===== src/rtl/ooo_pkg.sv =====
// Shared out-of-order core types: CDB entry layout and CDB broadcaster sizing.
// The cdb_entry_t layout is common to the ROB, the reservation stations and the CDB.
package ooo_pkg;
    localparam int ROB_IDX_W  = 4;
    localparam int DATA_W     = 16;
    localparam int CDB_WIDTH  = 4;
    localparam int NUM_FU     = 6;
    localparam int FIFO_DEPTH = 2;
    localparam int FU_SEL_W   = $clog2(NUM_FU);
    localparam int FU_SUM_W   = FU_SEL_W + 1;

    typedef logic [FU_SEL_W-1:0] fu_sel_t;

    typedef struct packed {
        logic [ROB_IDX_W-1:0] idx;
        logic [DATA_W-1:0]    value;
    } cdb_entry_t;

    // Reduce a sum below 2*NUM_FU to an FU number modulo NUM_FU.
    function automatic fu_sel_t fu_wrap(input logic [FU_SUM_W-1:0] sum);
        logic [FU_SUM_W-1:0] red;
        if (sum >= FU_SUM_W'(NUM_FU)) begin
            red = sum - FU_SUM_W'(NUM_FU);
        end else begin
            red = sum;
        end
        return red[FU_SEL_W-1:0];
    endfunction
endpackage


===== src/rtl/cdb_broadcaster_if.sv =====
// FU result ports and CDB lanes of the broadcaster; master is the FU/ROB side,
// slave is the broadcaster.
interface cdb_broadcaster_if;
    import ooo_pkg::*;

    logic [NUM_FU-1:0]                    fu_valid;
    logic [NUM_FU-1:0]                    fu_ready;
    logic [NUM_FU-1:0][ROB_IDX_W-1:0]     fu_rob_idx;
    logic [NUM_FU-1:0][DATA_W-1:0]        fu_value;
    logic [CDB_WIDTH-1:0]                 cdb_valid;
    logic [CDB_WIDTH-1:0][ROB_IDX_W-1:0]  cdb_index;
    logic [CDB_WIDTH-1:0][DATA_W-1:0]     cdb_value;

    modport master (
        output fu_valid, fu_rob_idx, fu_value,
        input  fu_ready, cdb_valid, cdb_index, cdb_value
    );

    modport slave (
        input  fu_valid, fu_rob_idx, fu_value,
        output fu_ready, cdb_valid, cdb_index, cdb_value
    );
endinterface


===== src/rtl/cdb_fu_fifo.sv =====
// Per-FU result FIFO: circular buffer with read/write pointers and an occupancy count.
// ready decodes only the registered count, so it never depends on a same-cycle pop.
module cdb_fu_fifo
    import ooo_pkg::*;
#(
    parameter int DEPTH = FIFO_DEPTH
) (
    input  logic       clk,
    input  logic       rst,
    input  logic       flush,
    input  logic       push,
    input  logic       pop,
    input  cdb_entry_t din,
    output logic       ready,
    output logic       not_empty,
    output cdb_entry_t head
);
    localparam int PTR_W = (DEPTH > 1) ? $clog2(DEPTH) : 1;
    localparam int CNT_W = $clog2(DEPTH + 1);

    cdb_entry_t        mem_r [DEPTH];
    logic [PTR_W-1:0]  rd_ptr_r;
    logic [PTR_W-1:0]  wr_ptr_r;
    logic [CNT_W-1:0]  count_r;
    logic              do_push_s;
    logic              do_pop_s;

    assign ready     = (count_r < CNT_W'(DEPTH));
    assign not_empty = (count_r != {CNT_W{1'b0}});
    assign head      = mem_r[rd_ptr_r];
    assign do_push_s = push && ready;
    assign do_pop_s  = pop && not_empty;

    // Pointer and count update; DEPTH is a power of two so pointers wrap naturally.
    always_ff @(posedge clk or posedge rst) begin
        if (rst) begin
            rd_ptr_r <= {PTR_W{1'b0}};
            wr_ptr_r <= {PTR_W{1'b0}};
            count_r  <= {CNT_W{1'b0}};
        end else if (flush) begin
            rd_ptr_r <= {PTR_W{1'b0}};
            wr_ptr_r <= {PTR_W{1'b0}};
            count_r  <= {CNT_W{1'b0}};
        end else begin
            if (do_push_s) begin
                wr_ptr_r <= wr_ptr_r + PTR_W'(1);
            end
            if (do_pop_s) begin
                rd_ptr_r <= rd_ptr_r + PTR_W'(1);
            end
            if (do_push_s && !do_pop_s) begin
                count_r <= count_r + CNT_W'(1);
            end else if (do_pop_s && !do_push_s) begin
                count_r <= count_r - CNT_W'(1);
            end else begin
                count_r <= count_r;
            end
        end
    end

    // Entry storage; contents are only observed behind a non-zero count.
    always_ff @(posedge clk) begin
        if (do_push_s && !flush) begin
            mem_r[wr_ptr_r] <= din;
        end
    end
endmodule


===== src/rtl/cdb_broadcaster.sv =====
// CDB transmitter: per-FU result FIFOs, round-robin grant of up to CDB_WIDTH FUs per
// cycle, registered CDB lanes. Define CDB_BYPASS_EN to let an empty FIFO's input reach a lane directly.
module cdb_broadcaster
    import ooo_pkg::*;
(
    input logic               clk,
    input logic               rst,
    input logic               flush,
    cdb_broadcaster_if.slave  bus
);
    localparam int LANE_CNT_W = $clog2(CDB_WIDTH + 1);

    logic [NUM_FU-1:0]        fifo_ne_s;
    logic [NUM_FU-1:0]        fifo_ready_s;
    logic [NUM_FU-1:0]        push_s;
    logic [NUM_FU-1:0]        pop_s;
    logic [NUM_FU-1:0]        cand_s;
    logic [NUM_FU-1:0]        grant_s;
    cdb_entry_t               fu_in_s  [NUM_FU];
    cdb_entry_t               head_s   [NUM_FU];
    cdb_entry_t               src_s    [NUM_FU];
    cdb_entry_t               lane_data_s [CDB_WIDTH];
    logic [CDB_WIDTH-1:0]     lane_use_s;
    logic [LANE_CNT_W-1:0]    lane_cnt_s;
    fu_sel_t                  sel_s;
    fu_sel_t                  last_s;
    fu_sel_t                  rr_next_s;
    logic                     take_s;
    logic                     any_grant_s;
    fu_sel_t                  rr_ptr_r;
    logic [CDB_WIDTH-1:0]     cdb_valid_r;
    cdb_entry_t               cdb_lane_r [CDB_WIDTH];

    for (genvar gf = 0; gf < NUM_FU; gf++) begin : g_fu
        assign fu_in_s[gf] = {bus.fu_rob_idx[gf], bus.fu_value[gf]};
`ifdef CDB_BYPASS_EN
        assign cand_s[gf] = fifo_ne_s[gf] || bus.fu_valid[gf];
        assign src_s[gf]  = fifo_ne_s[gf] ? head_s[gf] : fu_in_s[gf];
        // A bypassed result goes straight to its lane and skips the FIFO.
        assign push_s[gf] = bus.fu_valid[gf] && !(grant_s[gf] && !fifo_ne_s[gf]);
`else
        assign cand_s[gf] = fifo_ne_s[gf];
        assign src_s[gf]  = head_s[gf];
        assign push_s[gf] = bus.fu_valid[gf];
`endif
        assign pop_s[gf] = grant_s[gf] && fifo_ne_s[gf];

        cdb_fu_fifo #(.DEPTH(FIFO_DEPTH)) u_fifo (
            .clk       (clk),
            .rst       (rst),
            .flush     (flush),
            .push      (push_s[gf]),
            .pop       (pop_s[gf]),
            .din       (fu_in_s[gf]),
            .ready     (fifo_ready_s[gf]),
            .not_empty (fifo_ne_s[gf]),
            .head      (head_s[gf])
        );
    end

    assign bus.fu_ready = fifo_ready_s;

    // Round-robin scan from rr_ptr; the k-th granted FU lands on lane k.
    always_comb begin
        grant_s     = {NUM_FU{1'b0}};
        lane_use_s  = {CDB_WIDTH{1'b0}};
        lane_cnt_s  = {LANE_CNT_W{1'b0}};
        last_s      = rr_ptr_r;
        any_grant_s = 1'b0;
        sel_s       = rr_ptr_r;
        take_s      = 1'b0;
        for (int k = 0; k < CDB_WIDTH; k++) begin
            lane_data_s[k] = {(ROB_IDX_W + DATA_W){1'b0}};
        end
        for (int i = 0; i < NUM_FU; i++) begin
            sel_s  = fu_wrap({1'b0, rr_ptr_r} + FU_SUM_W'(i));
            take_s = cand_s[sel_s] && (lane_cnt_s < LANE_CNT_W'(CDB_WIDTH));
            grant_s[sel_s] = take_s;
            for (int k = 0; k < CDB_WIDTH; k++) begin
                lane_use_s[k]  = lane_use_s[k] | (take_s && (lane_cnt_s == LANE_CNT_W'(k)));
                lane_data_s[k] = (take_s && (lane_cnt_s == LANE_CNT_W'(k))) ? src_s[sel_s]
                                                                             : lane_data_s[k];
            end
            lane_cnt_s  = lane_cnt_s + (take_s ? LANE_CNT_W'(1) : LANE_CNT_W'(0));
            last_s      = take_s ? sel_s : last_s;
            any_grant_s = any_grant_s | take_s;
        end
        rr_next_s = any_grant_s ? fu_wrap({1'b0, last_s} + FU_SUM_W'(1)) : rr_ptr_r;
    end

    // Lane registers and round-robin pointer; idle lanes keep their last index/value.
    always_ff @(posedge clk or posedge rst) begin
        if (rst) begin
            cdb_valid_r <= {CDB_WIDTH{1'b0}};
            rr_ptr_r    <= {FU_SEL_W{1'b0}};
            for (int k = 0; k < CDB_WIDTH; k++) begin
                cdb_lane_r[k] <= {(ROB_IDX_W + DATA_W){1'b0}};
            end
        end else if (flush) begin
            cdb_valid_r <= {CDB_WIDTH{1'b0}};
        end else begin
            cdb_valid_r <= lane_use_s;
            rr_ptr_r    <= rr_next_s;
            for (int k = 0; k < CDB_WIDTH; k++) begin
                if (lane_use_s[k]) begin
                    cdb_lane_r[k] <= lane_data_s[k];
                end
            end
        end
    end

    assign bus.cdb_valid = cdb_valid_r;
    for (genvar gk = 0; gk < CDB_WIDTH; gk++) begin : g_lane
        assign bus.cdb_index[gk] = cdb_lane_r[gk].idx;
        assign bus.cdb_value[gk] = cdb_lane_r[gk].value;
    end
endmodule

===== src/flat_wrapper.sv =====
// flat-port wrapper written by rule: the top's interface ports become plain ports
module cdb_broadcaster_flat import ooo_pkg::*;
  (clk, rst, flush, bus_fu_valid, bus_fu_rob_idx, bus_fu_value, bus_fu_ready, bus_cdb_valid, bus_cdb_index, bus_cdb_value);
  cdb_broadcaster_if bus_i ();
  input logic clk;
  input logic rst;
  input logic flush;
  input wire logic [$bits(bus_i.fu_valid)-1:0] bus_fu_valid;
  input wire logic [$bits(bus_i.fu_rob_idx)-1:0] bus_fu_rob_idx;
  input wire logic [$bits(bus_i.fu_value)-1:0] bus_fu_value;
  output wire logic [$bits(bus_i.fu_ready)-1:0] bus_fu_ready;
  output wire logic [$bits(bus_i.cdb_valid)-1:0] bus_cdb_valid;
  output wire logic [$bits(bus_i.cdb_index)-1:0] bus_cdb_index;
  output wire logic [$bits(bus_i.cdb_value)-1:0] bus_cdb_value;
  assign bus_i.fu_valid = bus_fu_valid;
  assign bus_i.fu_rob_idx = bus_fu_rob_idx;
  assign bus_i.fu_value = bus_fu_value;
  assign bus_fu_ready = bus_i.fu_ready;
  assign bus_cdb_valid = bus_i.cdb_valid;
  assign bus_cdb_index = bus_i.cdb_index;
  assign bus_cdb_value = bus_i.cdb_value;
  cdb_broadcaster u_core (.clk(clk), .rst(rst), .flush(flush), .bus(bus_i));
endmodule

===== config.mk =====
export PLATFORM = sky130hd
export DESIGN_NAME = cdb_broadcaster_flat
export DESIGN_NICKNAME = d
export VERILOG_FILES = /design/src/rtl/ooo_pkg.sv /design/src/rtl/cdb_broadcaster_if.sv /design/src/rtl/cdb_fu_fifo.sv /design/src/rtl/cdb_broadcaster.sv /design/src/flat_wrapper.sv
export SDC_FILE = /design/constraint.sdc
export NUM_CORES = 1
export LEC_CHECK = 0
export ABC_CLOCK_PERIOD_IN_PS = 19600
export CORE_UTILIZATION = 45
export CTS_BUF_LIST = sky130_fd_sc_hd__clkbuf_4
export CTS_CLUSTER_SIZE = 30
export DETAILED_ROUTE_END_ITERATION = 8
export DONT_BUFFER_PORTS = 1
export GPL_TIMING_DRIVEN = 0
export REMOVE_ABC_BUFFERS = 1
export SETUP_SLACK_MARGIN = 0.4
export SYNTH_ARGS = -nofsm -noshare
export SYNTH_HDL_FRONTEND = slang
export SYNTH_HIERARCHICAL = 1
export SYNTH_SLANG_ARGS = --single-unit

===== constraint.sdc =====
create_clock -name clk -period 19.6 [get_ports clk]
set_input_delay 3.92 -clock clk [delete_from_list [all_inputs] [get_ports clk]]
set_output_delay 3.92 -clock clk [all_outputs]
set_load 0.005 [all_outputs]

==> results.cfg, run 1 <==
[status]
status = finished with violations
violations = max-capacitance violations

[sta]
setup_tns_ns = 0
worst_slew_pin_slew_ns = 1.476
setup-violations-final = 0
period_share = 0.5494
fin_hold_ws_ns = 0.5412
rsz0062_at_grt = no
slew_headroom = 0.01327
final-max-slew-violation-count = 0
min_period_ns = 10.77
hold_violations = 0
finClkSkew_ns = 0.05365
max_freq_mhz = 92.87

[drt]
drc = 0
first_pass_iters = 6
viasPerCell = 6.374
antenna_left = 0
post_drt_wl_per_cell_um = 27.31
first_iter_violations = 1983
vias = 17600
finalWirelength_mm = 75.43

[clock_tree]
clock-sinks = 351
cts_inserted_buffers = 95
cts_root_buffer = clkbuf_4
post_cts_buffers = 0
cts.path.max_buffers = 3
tritoncts = built
ctsHoldBuffers = 0
clk-insertion-delay-late_ns = 0.86
htree_levels = 3
cts_resized = 0
cts.reportedPaths.clkPinSlew_ns = 0.07

[floorplan]
floorplan.die.width_um = 219.4
die_h_um = 219.4
initial_core_util = 0.4569
io_pins = 219
die_area_sq_mm = 0.04814
design.core.area_sq_mm = 0.04656
row_count = 79

[finish]
seqCellArea_sq_mm = 0.009988
layout_commonest_cell = edfxtp_1
utilization = 0.5087
syn_to_final_growth_pct = 11.34
nNetsFinal = 2219
multi_input_area_sq_mm = 0.01065
fillCellCount = 4219
layout-drive-gt1-share = 0.2241
final_cell_mix = edfxtp_1, a21oi_1, mux2_2

[placement]
globalplace.congestion = 0.9551
port_buffers = 0
dp_hpwl_mm = 52.97

[worst_setup_path]
crit_fanout = 60
crit_type = flip-flop to flip-flop
startpoint_type = flip-flop
cp.required_ns = 20.33
crit_path_end_kind = flip-flop
worstPathArrival_ns = 11.50

[global_route]
first_global_vias = 17120
grt.overflow.total = 0
grt_antenna_before_repair = 5
grt_first_pass_wirelength_mm = 110.0
grt_max_degree = 66
globalRouteTotalUtil = 0.3149

[synthesis]
yosysUniqueCellTypes = 81
synthCells = 2084
synthFlopType = edfxtp_1
ys_seq_area_frac = 0.4694
synth_edf_count = 240
syn_area_sq_mm = 0.02127
async_reset_ff_frac = 0.3162
ys_ff_latch = 351
yosys_warnings = 6
syn_area_per_cell_sq_um = 10.21

[run]
maxCapViolCount = 1

[hold_path]
hold_path_class = flip-flop to flip-flop
[through the flow]
step / instance area [sq um] / setup WS [ns] / std cells
3_3_place_gp: 21270 / -1.126 / 2528
2_1_floorplan: 20510 / 5.898 / 1921
6_report: 23680 / 8.832 / 2762
4_1_cts: 23630 / 9.134 / 2756
3_5_place_dp: 22360 / 9.207 / 2577
5_1_grt: 23680 / 8.437 / 2760
[synth_stat cells (3+ instances only)]
cell         n  area (sq um)
inv_1       31         116.4
nor2_1     171         641.9
o211a_1      4         40.04
nand2_1    178         668.1
o31ai_1     20         150.1
mux2i_1    127          1271
dfrtp_1    111          2778
a21o_2       6         52.55
a21o_1       7         52.55
a211oi_1    46         345.3
or2_2        9         56.30
and2b_2      6         52.55
buf_6        3         33.78
mux2_2     190          2140
xnor2_1      4         35.03
o21ai_0    129         645.6
nand2b_1     8         50.05
buf_1       10         37.54
nor3_1      92         460.4
o211ai_1     4         30.03
and2_1       9         56.30
nor3b_1      7         52.55
a221oi_1    20         175.2
o22ai_1     25         156.4
a22oi_1     76         570.6
nor2b_1     13         81.33
a21oi_1    239          1196
o22a_1       3         26.28
a32o_1      18         180.2
nand3b_1     3         22.52
buf_4       20         150.1
a31oi_1      9         56.30
clkbuf_1    94         352.8
buf_2       36         180.2
a311oi_1     3         26.28
nand3_1     13         65.06
ha_1        19         237.7
edfxtp_1   240          7207
nand2b_4     6         82.58
or2b_2       6         52.55
o2bb2ai_1    3         26.28
xor2_1      15         131.4
[flip-flops by register name, indices dropped and copies added (netlist names)]
name / flops
u_core/bus.cdb_index: 16
u_core/bus.cdb_valid: 4
u_core/bus.cdb_value: 64
u_core/g_fu.u_fifo/count_r: 12
u_core/g_fu.u_fifo/mem_r: 240
u_core/g_fu.u_fifo/rd_ptr_r: 6
u_core/g_fu.u_fifo/wr_ptr_r: 6
u_core/rr_ptr_r: 3
[worst max-delay path: stages (launching register included)]
cell      delay (ns)
dfrtp_4         0.82
buf_16          0.34
clkinv_1        0.34
ha_1            0.78
a21bo_2         0.31
a21oi_4         0.47
nor2b_1         0.38
nor2_1          0.21
ha_1            0.32
inv_1           0.06
ha_1            0.22
ha_1            0.22
a21o_1          0.35
nor2_4          0.30
ha_1            0.21
fa_1            0.30
nand2b_1        0.16
nor2_1          0.04
o21ai_0         0.13
nand3_1         0.43
ha_1            0.39
ha_1            0.20
xnor2_1         0.39
and4_1          0.48
or2_2           0.24
nand3_1         1.05
a41o_2          1.01
o31ai_1         0.37
[cells by family (layout without fill, tap and decap cells)]
group | after synthesis | after routing | synth area share
AOI/OAI and AO/OA | 639 | 639 | 0.1880
xor gates and xnor gates | 20 | 20 | 0.008589
adders and majority gates | 21 | 21 | 0.01306
buffers and inverters | 197 | 264 | 0.04147
DFF | 351 | 351 | 0.4694
muxes | 318 | 318 | 0.1614
other | 0 | 4 | 0
and+or+nand+nor | 538 | 538 | 0.1180
[per-layer routing]
| metal | vias to the layer above | track usage | routed length (um) |
|---|---|---|---|
| met4 | 4 | 0.1697 | 4059 |
| met1 | 8440 | 0.3935 | 29240 |
| met5 | - | 0 | 27 |
| met3 | 237 | 0.1055 | 8704 |
| met2 | 1031 | 0.4791 | 33390 |
| li1 | 7892 | - | - |
[area by class of cell]
| class | instances | area share |
|---|---|---|
| tap | 607 | 0.03207 |
| timing repair buffer | 51 | 0.03709 |
| clock buffer | 139 | 0.04406 |
| sequential | 351 | 0.4218 |
| antenna | 4 | 0.0004227 |
| inverter | 34 | 0.005495 |
| clock inverter | 40 | 0.009510 |
| multi-input combinational | 1536 | 0.4496 |
[path summary, 6_finish.rpt]
path / slack (ns) / endpoint / cells after the start / startpoint
worst max-delay path: 8.83 / u_core/bus.cdb_value[19] / 27 / u_core/rr_ptr_r[0]
worst min-delay path: 0.54 / u_core/bus.cdb_value[18] / 2 / u_core/bus.cdb_value[18]
max in group asynchronous: 15.95 / u_core/bus.cdb_value[55] / 2 / rst
worst max register to register: 8.83 / u_core/bus.cdb_value[19] / 27 / u_core/rr_ptr_r[0]
worst min register to register: 0.54 / u_core/bus.cdb_value[18] / 2 / u_core/bus.cdb_value[18]
min in group asynchronous: 2.82 / u_core/g_fu[5].u_fifo/rd_ptr_r / 1 / rst
Power of run 1 is not shown: default switching activity piles up to over one toggle a cycle in this logic, so the estimate is an artifact.
==> run 2, diff against run 1 <==
Settings changed: ABC_CLOCK_PERIOD_IN_PS 19600 to 10200.
Clock period 19.6 ns to 10.2 ns, I/O delays scaled along.
==> run 2 against run 1 <==
First-iteration DRC count fell by 5.8%. The run still ends with max-capacitance violations left. Critical path type unchanged. Clock-buffer cell count did not move. Sequential cell count did not move. Largest cell class unchanged. Wire length rose by 1.1%. Final area rose by 0.41%. Worst setup slack got worse by 8.0 ns. Sequential share of layout area fell by 0.17 points.
==> results.cfg, run 2 (synthesis gave the netlist of run 1 again) <==
[clock_tree]
cts.reportedPaths.clkPinSlew_ns = 0.07
htree_levels = 3
cts.path.max_buffers = 3
cts_root_buffer = clkbuf_4
cts_inserted_buffers = 95
clk-insertion-delay-late_ns = 0.87
clock-sinks = 351
tritoncts = built
ctsHoldBuffers = 0

[sta]
worst_slew_pin_slew_ns = 1.487
setup-violations-final = 0
hold_violations = 0
period_share = 0.9188
slew_headroom = 0.005908
finClkSkew_ns = 0.05446
final-max-slew-violation-count = 0
rsz0062_at_grt = no
min_period_ns = 9.372
max_freq_mhz = 106.7

[hold_path]
hold_start = u_core/bus.cdb_value[18]
hold_depth = 2
hold_end = u_core/bus.cdb_value[18]
hold_path_class = flip-flop to flip-flop

[drt]
drc = 0
viasPerCell = 6.368
first_iter_violations = 1868
post_drt_wl_per_cell_um = 27.60
antenna_left = 0
vias = 17600
first_pass_iters = 8
finalWirelength_mm = 76.28

[worst_setup_path]
crit_path_end_kind = flip-flop
reg2regPathDepth = 27
crit_slowest_cell = dfrtp_1
r2r_start = u_core/rr_ptr_r[2]
crit_start = u_core/rr_ptr_r[2]
worstReg2RegEnd = u_core/bus.cdb_index[3]
worstPathArrival_ns = 10.14
cp.required_ns = 10.97
cpPeakStageDelay_ns = 0.79
regToRegSetupSlack_ns = 0.83
crit_type = flip-flop to flip-flop
crit_fanout = 22
path_common_cell = ha_1
startpoint_type = flip-flop

[finish]
instances_no_fill = 2764
layout_commonest_cell = edfxtp_1
syn_to_final_growth_pct = 11.80
regMostFlops = u_core/g_fu.u_fifo/mem_r
multi_input_area_sq_mm = 0.01071
fillCellCount = 4210
nNetsFinal = 2221
layout-drive-gt1-share = 0.2271
seqCellArea_sq_mm = 0.009988
final_cell_mix = edfxtp_1, a21oi_1, mux2_2
largest_reg_flops = 240

[floorplan]
die_h_um = 219.4
initial_core_util = 0.4569
io_pins = 219
die_area_sq_mm = 0.04814
design.core.area_sq_mm = 0.04656
floorplan.die.width_um = 219.4
row_count = 79

[global_route]
globalRouteTotalUtil = 0.3159
first_global_vias = 17050
grt_max_degree = 66
grt_first_pass_wirelength_mm = 110.2
grt_antenna_before_repair = 5
grt.overflow.total = 0

[placement]
globalplace.congestion = 0.9551
port_buffers = 0
placed_cells = 2577
dp_hpwl_mm = 52.97

[status]
status = finished with violations
violations = max-capacitance violations

[run]
maxCapViolCount = 1
run 2: layer usage:
layer	share of wire	up-vias	global-route usage
met4	0.052	4	0.1609
li1	-	7910	-
met1	0.39	8407	0.3960
met5	0.00035	-	0
met3	0.12	236	0.1046
met2	0.44	1043	0.4844
run 2: worst max path at each step:
stage | to | slack, ns | depth (start not counted)
final | u_core/bus.cdb_index[3] | 0.83 | 27
after global routing | u_core/bus.cdb_index[2] | 0.41 | 28
after CTS | u_core/bus.cdb_value[61] | 0.40 | 29
after detailed placement | u_core/bus.cdb_value[27] | -0.19 | 26
after global placement | u_core/bus.cdb_value[59] | -10.53 | 26
after floorplan | u_core/bus.cdb_index[12] | -3.50 | 25
run 2: what timing repair did:
item	4_1_cts	5_1_grt
pin swaps	0	1
setup buffers	0	2
endpoints found under the setup margin	21	87
gates resized for setup	2	6
cloned	0	1
run 2: layout make-up:
type	count	area share
clock buffers	139	0.04388
diodes	4	0.0004209
multi-input cells	1537	0.4505
clock inverters	40	0.009471
inverters	34	0.005472
flip-flops and latches	351	0.4200
repair buffers	52	0.03831
well taps	607	0.03194
run 2: through the flow:
stage / hold slack (ns) / setup TNS (ns) / util / setup WS, ns / cell area, sq um
floorplan: 0.4726 / -251.46 / - / -3.502 / 20510
global placement: 0.5223 / -900.73 / 0.4570 / -10.53 / 21270
detailed placement: 0.5366 / -2.825 / 0.4803 / -0.1934 / 22360
CTS: 0.5504 / 0 / 0.5079 / 0.3998 / 23640
global route: 0.5727 / 0 / 0.5107 / 0.4141 / 23770
finish: 0.5414 / 0 / 0.5108 / 0.8281 / 23780
run 2: worst max-delay path: cells and delay by family (launching register included):
| kind | cells | cell delay [ns] |
|---|---|---|
| compound gates | 6 | 1.87 |
| simple gates | 8 | 2.53 |
| flops | 1 | 0.79 |
| fa+ha+maj | 8 | 2.61 |
| xor+xnor | 2 | 0.81 |
| buf+inv | 3 | 0.60 |
Power of run 2 is left out for the same reason.
